$ cat src/rtl/uart_rx_stream.sv
// uart_rx_stream: oversampling UART receiver with a valid/ready byte output.
// Frame: start(0), INPUT_DATA_WIDTH data bits LSB first, optional even parity,
// stop(1). Flags parity/framing/overrun problems as one-cycle pulses.
// Optional feature macro: UART_RX_BREAK_DETECT_EN adds break_detected and a
// post-break line-high holdoff before the next start bit is accepted.
module uart_rx_stream #(
  parameter int INPUT_DATA_WIDTH = 8,
  parameter int PARITY_ENABLED   = 1,
  parameter int CLKS_PER_BIT     = 16
) (
  input  logic                        clk,
  input  logic                        reset,
  input  logic                        serial_in,
  input  logic                        i_ready,
  output logic [INPUT_DATA_WIDTH-1:0] received_data,
  output logic                        data_is_valid,
  output logic                        parity_error,
  output logic                        framing_error,
  output logic                        overrun_error
`ifdef UART_RX_BREAK_DETECT_EN
  ,
  output logic                        break_detected
`endif
);

  localparam int CW = $clog2(CLKS_PER_BIT);
  localparam int BW = $clog2(INPUT_DATA_WIDTH + 1);
  localparam logic [CW-1:0] BIT_END  = CW'(CLKS_PER_BIT - 1);
  localparam logic [CW-1:0] HALF_END = CW'(CLKS_PER_BIT / 2 - 1);
  localparam logic [BW-1:0] LAST_BIT = BW'(INPUT_DATA_WIDTH - 1);

  typedef enum logic [2:0] {
    S_IDLE,
    S_START,
    S_DATA,
    S_PARITY,
    S_STOP
  } state_e;

  state_e                        state_q, state_d;
  logic                          sync1_q, sync1_d;
  logic                          sync2_q, sync2_d;
  logic                          line_prev_q, line_prev_d;
  logic [CW-1:0]                 clk_cnt_q, clk_cnt_d;
  logic [BW-1:0]                 bit_cnt_q, bit_cnt_d;
  logic [INPUT_DATA_WIDTH-1:0]   shift_q, shift_d;
  logic                          par_bad_q, par_bad_d;
  logic [INPUT_DATA_WIDTH-1:0]   data_q, data_d;
  logic                          dv_q, dv_d;
  logic                          perr_q, perr_d;
  logic                          ferr_q, ferr_d;
  logic                          oerr_q, oerr_d;
`ifdef UART_RX_BREAK_DETECT_EN
  logic                          par_low_q, par_low_d;
  logic                          brk_wait_q, brk_wait_d;
  logic                          brk_q, brk_d;
  logic                          is_break;
`endif

  logic fall;
  logic bit_tick;
  logic half_tick;
  logic brk_hold;

  assign fall      = line_prev_q & ~sync2_q;
  assign bit_tick  = (clk_cnt_q == BIT_END);
  assign half_tick = (clk_cnt_q == HALF_END);

`ifdef UART_RX_BREAK_DETECT_EN
  // A break frame: every data bit, the parity bit (if any) and stop all low.
  assign brk_hold = brk_wait_q;
  assign is_break = ~sync2_q && (shift_q == '0) &&
                    ((PARITY_ENABLED == 0) || par_low_q);
`else
  assign brk_hold = 1'b0;
`endif

  // State and datapath registers with synchronous active-low reset.
  always_ff @(posedge clk) begin
    if (!reset) begin
      state_q     <= S_IDLE;
      sync1_q     <= 1'b1;
      sync2_q     <= 1'b1;
      line_prev_q <= 1'b1;
      clk_cnt_q   <= '0;
      bit_cnt_q   <= '0;
      shift_q     <= '0;
      par_bad_q   <= 1'b0;
      data_q      <= '0;
      dv_q        <= 1'b0;
      perr_q      <= 1'b0;
      ferr_q      <= 1'b0;
      oerr_q      <= 1'b0;
`ifdef UART_RX_BREAK_DETECT_EN
      par_low_q   <= 1'b0;
      brk_wait_q  <= 1'b0;
      brk_q       <= 1'b0;
`endif
    end else begin
      state_q     <= state_d;
      sync1_q     <= sync1_d;
      sync2_q     <= sync2_d;
      line_prev_q <= line_prev_d;
      clk_cnt_q   <= clk_cnt_d;
      bit_cnt_q   <= bit_cnt_d;
      shift_q     <= shift_d;
      par_bad_q   <= par_bad_d;
      data_q      <= data_d;
      dv_q        <= dv_d;
      perr_q      <= perr_d;
      ferr_q      <= ferr_d;
      oerr_q      <= oerr_d;
`ifdef UART_RX_BREAK_DETECT_EN
      par_low_q   <= par_low_d;
      brk_wait_q  <= brk_wait_d;
      brk_q       <= brk_d;
`endif
    end
  end

  // Next-state: walk the frame; START re-checks the line at mid-bit so a
  // short low glitch drops back to IDLE without any report.
  always_comb begin
    state_d = state_q;
    case (state_q)
      S_IDLE:   if (fall && !brk_hold) state_d = S_START;
      S_START:  if (half_tick) state_d = sync2_q ? S_IDLE : S_DATA;
      S_DATA:   if (bit_tick && (bit_cnt_q == LAST_BIT))
                  state_d = (PARITY_ENABLED != 0) ? S_PARITY : S_STOP;
      S_PARITY: if (bit_tick) state_d = S_STOP;
      S_STOP:   if (bit_tick) state_d = S_IDLE;
      default:  state_d = S_IDLE;
    endcase
  end

  // Datapath/outputs: sampling counters, shift register, completion verdict.
  always_comb begin
    sync1_d     = serial_in;
    sync2_d     = sync1_q;
    line_prev_d = sync2_q;
    clk_cnt_d   = clk_cnt_q + 1'b1;
    bit_cnt_d   = bit_cnt_q;
    shift_d     = shift_q;
    par_bad_d   = par_bad_q;
    data_d      = data_q;
    dv_d        = dv_q;
    perr_d      = 1'b0;
    ferr_d      = 1'b0;
    oerr_d      = 1'b0;
`ifdef UART_RX_BREAK_DETECT_EN
    par_low_d   = par_low_q;
    brk_wait_d  = brk_wait_q;
    brk_d       = 1'b0;
`endif

    // Consumer handshake; a same-cycle completion below overrides this.
    if (dv_q && i_ready) dv_d = 1'b0;

    case (state_q)
      S_IDLE: begin
        clk_cnt_d = '0;
`ifdef UART_RX_BREAK_DETECT_EN
        // After a break, require a full bit period of continuous high line.
        if (brk_wait_q && sync2_q) begin
          if (bit_tick) brk_wait_d = 1'b0;
          else          clk_cnt_d  = clk_cnt_q + 1'b1;
        end
        if (fall && !brk_hold) par_low_d = 1'b0;
`endif
        if (fall && !brk_hold) begin
          bit_cnt_d = '0;
          par_bad_d = 1'b0;
        end
      end
      S_START: begin
        if (half_tick) clk_cnt_d = '0;
      end
      S_DATA: begin
        if (bit_tick) begin
          clk_cnt_d = '0;
          shift_d   = {sync2_q, shift_q[INPUT_DATA_WIDTH-1:1]};
          bit_cnt_d = bit_cnt_q + 1'b1;
        end
      end
      S_PARITY: begin
        if (bit_tick) begin
          clk_cnt_d = '0;
          par_bad_d = sync2_q ^ (^shift_q);
`ifdef UART_RX_BREAK_DETECT_EN
          par_low_d = ~sync2_q;
`endif
        end
      end
      S_STOP: begin
        if (bit_tick) begin
          clk_cnt_d = '0;
          if (par_bad_q) perr_d = 1'b1;
`ifdef UART_RX_BREAK_DETECT_EN
          if (is_break) begin
            brk_d      = 1'b1;
            brk_wait_d = 1'b1;
          end else if (!sync2_q) begin
            ferr_d = 1'b1;
          end
`else
          if (!sync2_q) ferr_d = 1'b1;
`endif
          if (sync2_q && !par_bad_q) begin
            if (!dv_q || i_ready) begin
              data_d = shift_q;
              dv_d   = 1'b1;
            end else begin
              oerr_d = 1'b1;
            end
          end
        end
      end
      default: clk_cnt_d = '0;
    endcase
  end

  assign received_data = data_q;
  assign data_is_valid = dv_q;
  assign parity_error  = perr_q;
  assign framing_error = ferr_q;
  assign overrun_error = oerr_q;
`ifdef UART_RX_BREAK_DETECT_EN
  assign break_detected = brk_q;
`endif

endmodule

$ cat config.mk
export PLATFORM = sky130hd
export DESIGN_NAME = uart_rx_stream
export DESIGN_NICKNAME = d
export VERILOG_FILES = /design/src/rtl/uart_rx_stream.sv
export SDC_FILE = /design/constraint.sdc
export NUM_CORES = 1
export LEC_CHECK = 0
export BUFFER_PORTS_ARGS = -buffer_cell sky130_fd_sc_hd__buf_2
export CAP_MARGIN = 0
export CORE_MARGIN = 2
export CORE_UTILIZATION = 45
export CTS_CLUSTER_DIAMETER = 50
export DETAILED_ROUTE_END_ITERATION = 7
export GPL_TIMING_DRIVEN = 0
export PLACE_DENSITY = 0.7
export SYNTH_ARGS = -nofsm -noshare
export SYNTH_HDL_FRONTEND = slang
export SYNTH_SLANG_ARGS = --single-unit
$ cat constraint.sdc
create_clock -name clk -period 2.2 [get_ports clk]
set_input_delay 0.11 -clock clk [delete_from_list [all_inputs] [get_ports clk]]
set_output_delay 0.11 -clock clk [all_outputs]
set_load 0.02 [all_outputs]
Yosys cells after proc, flatten, opt, wreduce, memory -nomap -nowiden
Index checks and enable logic that the tools add are counted.
{"block": "op_classes", "n_addsub": 2, "eq_ne": 13, "mux": 24, "bitwise_logic": 3, "n_reduce_logical": 18}
{"operator": "2-to-1 mux 4 bit", "n": 4}
{"operator": "one-hot mux 4 bit (2 select lines)", "n": 2}
{"operator": "2-to-1 mux 3 bit", "n": 5}
{"operator": "one-hot mux 3 bit (5 select lines)", "n": 1}
{"operator": "!= test 2 bit (second input constant)", "n": 6}
{"operator": "2-to-1 mux 1 bit", "n": 10}
{"operator": "AND reduction 3 bit", "n": 3}
{"operator": "adder 4 x 1 -> 4 bit (second input constant)", "n": 2}
{"operator": "== test 4 x 3 -> 1 bit (second input constant)", "n": 2}
{"operator": "AND reduction 4 bit", "n": 2}
{"operator": "parity 8 bit", "n": 1}
{"operator": "== test 3 x 2 -> 1 bit (second input constant)", "n": 2}
{"operator": "AND reduction 5 bit", "n": 1}
{"operator": "== test 4 bit (second input constant)", "n": 1}
{"operator": "nonzero test 2 bit", "n": 2}
{"operator": "== test 3 x 1 -> 1 bit (second input constant)", "n": 1}
{"operator": "== test 3 bit (second input constant)", "n": 1}
{"operator": "logical AND 1 bit", "n": 3}
{"operator": "zero test 3 bit", "n": 1}
{"operator": "OR reduction 3 bit", "n": 1}
{"operator": "zero test 1 bit", "n": 2}
{"operator": "2-to-1 mux 2 bit", "n": 1}
{"operator": "one-hot mux 1 bit (2 select lines)", "n": 1}
{"operator": "AND reduction 2 bit", "n": 1}
{"operator": "4 further kinds", "n": 4}
{"block": "totals", "reg_bits": 35, "inputBits": 4, "output_inout_bits": 12}

Depth between registers and ports, before layout
{"block": "logic_depth", "word_depth": 6, "ltp_mapped": 6, "depth_no_buf": 5}

Least setup slack after synthesis
Ideal clock, no wire load.
{"block": "synth_timing", "path_kind": "reg2reg", "start": "register clk_cnt_q[0]", "end": "register par_bad_q", "setup_ns": 0.073, "t_arrival_ns": 1.531, "slack_ns": 0.596, "path_stages_with_launch": 6, "n_path_buf": 0, "cell_sequence": "dfxtp_1 -> ha_1 -> nand4b_4 -> or3_1 -> or3_1 -> o211ai_2"}
{"block": "synth_between", "elab_chain_cells": 3}
{"item": "start: declaration", "line": "44", "text": "logic [CW-1:0] clk_cnt_q, clk_cnt_d;"}
{"item": "start signal: assignment", "line": "104", "text": "clk_cnt_q <= clk_cnt_d;"}
{"item": "== test 4 bit", "line": "66", "text": "assign bit_tick = (clk_cnt_q == BIT_END);"}
{"item": "!= test 2 bit (no line)"}
{"item": "AND reduction 3 bit (no line)"}
{"item": "end signal: assignment", "line": "107", "text": "par_bad_q <= par_bad_d;"}
{"item": "end: declaration", "line": "47", "text": "logic par_bad_q, par_bad_d;"}
No other way between the ends.
A chain may end at the register's enable or synchronous reset.

Final worst setup path
{"block": "layout_timing", "start": "register clk_cnt_q[0]", "end": "register data_q[5], in the netlist received_data[5]"}
{"block": "layout_between", "elab_chain_cells": 2}
{"item": "== test 4 bit", "line": "66"}
{"item": "AND reduction 4 bit (no line)"}
{"item": "end signal: assignment", "line": "108", "text": "data_q <= data_d;"}
{"item": "end: declaration", "line": "48", "text": "logic [INPUT_DATA_WIDTH-1:0] data_q, data_d;"}
No other way between the ends.

==> impl_metrics.yaml <==
grt:
  antenna_found_initial: 0
  grt_start_max_net_pins: 12
  track_usage_pct: 17.14
  grt_pass1_vias: 1109
  grt_pass1_wl_mm: 4.719
  grt-ovfl-total: 0
synthesis:
  synth_cell_type_count: 34
  syn_inst: 152
  synth_nets: 158
  ys_ff_latch: 35
  synth_seq_area_share_pct: 47.02
  synth_area_mm2: 0.001490
  yosysTopAreaCellShare_pct: 47.02
  yosysWarnings: 0
  synth.area.top_cells: "dfxtp_1 (47%), mux2i_1 (11%), nor2_1 (5.8%), xnor2_1 (4.7%), nand2b_1 (2.1%)"
  synth.avg_cell_area_um2: 9.804
  yosys.area.top_type: "dfxtp_1"
sta:
  finalSetupTns_ps: 0
  max_freq_mhz: 525.8
  worst_slew_pin_slew_ps: 502.8
  whs_ps: 95.89
  layout_min_cycle_time_ps: 1902
  rsz0062_at_grt: "no"
  hold_viol_final: 0
  finalCritPeriodShare_pct: 86.45
  fin_ws_ps: 298.2
  finalSetupViolCount: 0
  drv_slew: 0
  fin_skew_ps: 20.77
  slew_headroom_pct: 66.12
clock_tree:
  cts_setup_buffers: 0
  h-tree-depth: 2
  clockBufferDepth: 2
  worstSkewPairLatency_ps: 330
  cts_tree: "yes"
  cts_resized: 0
  clock_tree.root_cell: "clkbuf_4"
  clock_sinks: 35
  clk_pin_slew_ps: 120
  hold_buffers: 1
  cts_inserted_buffers: 5
floorplan:
  io_pins: 16
  die-area_mm2: 0.003788
  core_area_mm2: 0.003103
  initial_core_util_pct: 48.02
  die_h_um: 61.55
  die_w_um: 61.55
  rows: 20
worst_setup_path:
  r2r_end: "received_data[5]"
  cp-start-kind: "flip-flop"
  critPathMaxStageDelay_ps: 370
  crit_required_ps: 2400
  cp.arrival_ps: 2100
  r2r_setup_slack_ps: 300
  crit_type: "flip-flop to flip-flop"
  crit_path_end_kind: "flip-flop"
  reg2reg_from: "clk_cnt_q[0]"
  cp_slowest_cell: "dfxtp_1"
  reg2reg_depth: 6
  crit_path_max_fanout: 8
  cp_cell_sequence: "ha_1 -> and3_1 -> clkbuf_1 -> nand4_2 -> mux2i_1 -> nor2_1"
pwr:
  p_leak_nw: 0.7335
  power_frac_comb_pct: 3.2
  p_int_mw: 0.7720
  peakVddDrop_uv: 341.6
  power_switching_share_pct: 23.68
  switching_power_mw: 0.2395
  power_density_mw_per_mm2: 600.6
  clock_power_share_pct: 33.7
  pwr-share-seq_pct: 63.1
finish:
  fillers: 311
  drive_gt1_share_pct: 17.05
  area_delta_synth_final_pct: 13.01
  multiInputGateArea_um2: 742.0
  final_nets: 181
  regArea_um2: 700.7
  diodes: 0
drt:
  antenna_left: 0
  detail_route.wl_per_cell_um: 12.61
  vias: 1135
  remaining_drc_errors: 0
  drtIter0Drc: 71
  drt-total-wl_mm: 2.775
  via_per_inst: 5.159
  dr.pass1.iters: 5
placement:
  dp_worst_setup_slack_ps: 351.7
  hpwl_mm: 2.038
  place_congestion: 0.8624
  io_buffers: 15
job:
  max_cap_viol_count: 0
status:
  status: "finished, final reports clean"
min_path:
  min_path_cells: 3
  hold_class: "input port to flip-flop"
  hold_end: "state_q[0]"
  worstHoldStart: "reset"
==> state kept, by name, indices dropped and copies added (netlist names) <==
| register | cells |
|---|---|
| state_q | 3 |
| clk_cnt_q | 4 |
| shift_q | 8 |
| sync1_q | 1 |
| received_data | 8 |
| framing_error | 1 |
| line_prev_q | 1 |
| bit_cnt_q | 4 |
| data_is_valid | 1 |
| parity_error | 1 |
| line_prev_d | 1 |
| overrun_error | 1 |
| par_bad_q | 1 |
==> critical path, delay by kind of cell (launching register included) <==
| kind | cells | cell delay (ps) |
|---|---|---|
| adders and majority gates | 1 | 290 |
| buffers and inverters | 1 | 250 |
| DFF | 1 | 370 |
| and+or+nand+nor | 3 | 590 |
| muxes | 1 | 270 |
==> power groups by stage <==
stage	Clock, mW	Sequential (mW)	Combinational [mW]
floorplan	0	0.652	0.0224
global placement	0	0.653	0.0306
detailed placement	0	0.653	0.0314
CTS	0.348	0.638	0.0330
global route	0.376	0.639	0.0371
finish	0.340	0.638	0.0327
==> layout by cell type, fill, tap and decap left out, types with 3 or more instances in the layout <==
cell      instances
dfxtp_1          35
nor2_1           23
buf_2            17
mux2i_1          17
xnor2_1           8
nand2_1           7
clkbuf_1          5
nor3_1            5
nand2b_1          5
a21oi_1           5
clkbuf_4          5
nand4_1           4
nand3_1           4
nor3b_1           3
==> logic make-up (layout without fill, tap and decap cells) <==
| family | Yosys count | after routing | synth area share [%] |
|---|---|---|---|
| xor+xnor | 11 | 11 | 7.389 |
| fa+ha+maj | 2 | 2 | 1.679 |
| flops | 35 | 35 | 47.02 |
| simple gates | 65 | 65 | 24.18 |
| buf+inv | 10 | 34 | 3.190 |
| mux | 17 | 17 | 11.42 |
| compound gates | 12 | 12 | 5.122 |
==> worst max path at each step <==
stage / start / endpoint / cells after the start
after floorplan: clk_cnt_q[0] / par_bad_q / 5
final: clk_cnt_q[0] / received_data[5] / 6
after global placement: clk_cnt_q[0] / received_data[5] / 6
after detailed placement: clk_cnt_q[0] / received_data[7] / 6
after CTS: clk_cnt_q[0] / received_data[5] / 6
after global routing: clk_cnt_q[0] / received_data[5] / 6
==> metal layers <==
metal | vias to the layer above | wire [um] | GRT usage [%]
li1 | 578 | - | -
met1 | 529 | 1318 | 19.61
met2 | 21 | 1298 | 29.02
met3 | 7 | 114 | 5.252
met4 | 0 | 43 | 8.207
met5 | - | 0 | 0
==> through the flow <==
step / power (mW) / instances / cell area, um^2 / utilization [%]
5_1_grt: 1.052 / 220 / 1684 / 54.27
2_1_floorplan: 0.6744 / 152 / 1490 / -
6_report: 1.012 / 220 / 1684 / 54.27
3_5_place_dp: 0.6842 / 211 / 1620 / 52.22
4_1_cts: 1.020 / 220 / 1684 / 54.27
3_3_place_gp: 0.6833 / 211 / 1620 / 52.22
==> cell usage after synthesis, drive strengths merged <==
cell type	instances
a31oi	1
nand3	4
o2bb2ai	1
clkbuf	4
and3	2
buf	3
nor3b	3
nand4b	1
o21ai	3
nand2	7
inv	3
nor4b	1
ha	2
a31o	1
or3	2
xnor3	1
dfxtp	35
xor2	2
nand3b	2
nor4	2
nor2b	1
o211ai	1
a21oi	5
mux2i	17
xnor2	8
nand4	5
and4b	2
nor3	5
nand2b	5
nor2	23
==> area by class of cell <==
type                       count  share of cell area (%)
multi-input combinational    107                   44.06
sequential                    35                   41.60
timing repair buffer          16                   5.052
tap                           44                   3.269
clock buffer                   6                   2.452
buffer                         7                   2.155
clock inverter                 2                  0.7429
inverter                       3                  0.6686
Power figures use the tool's default switching activity.
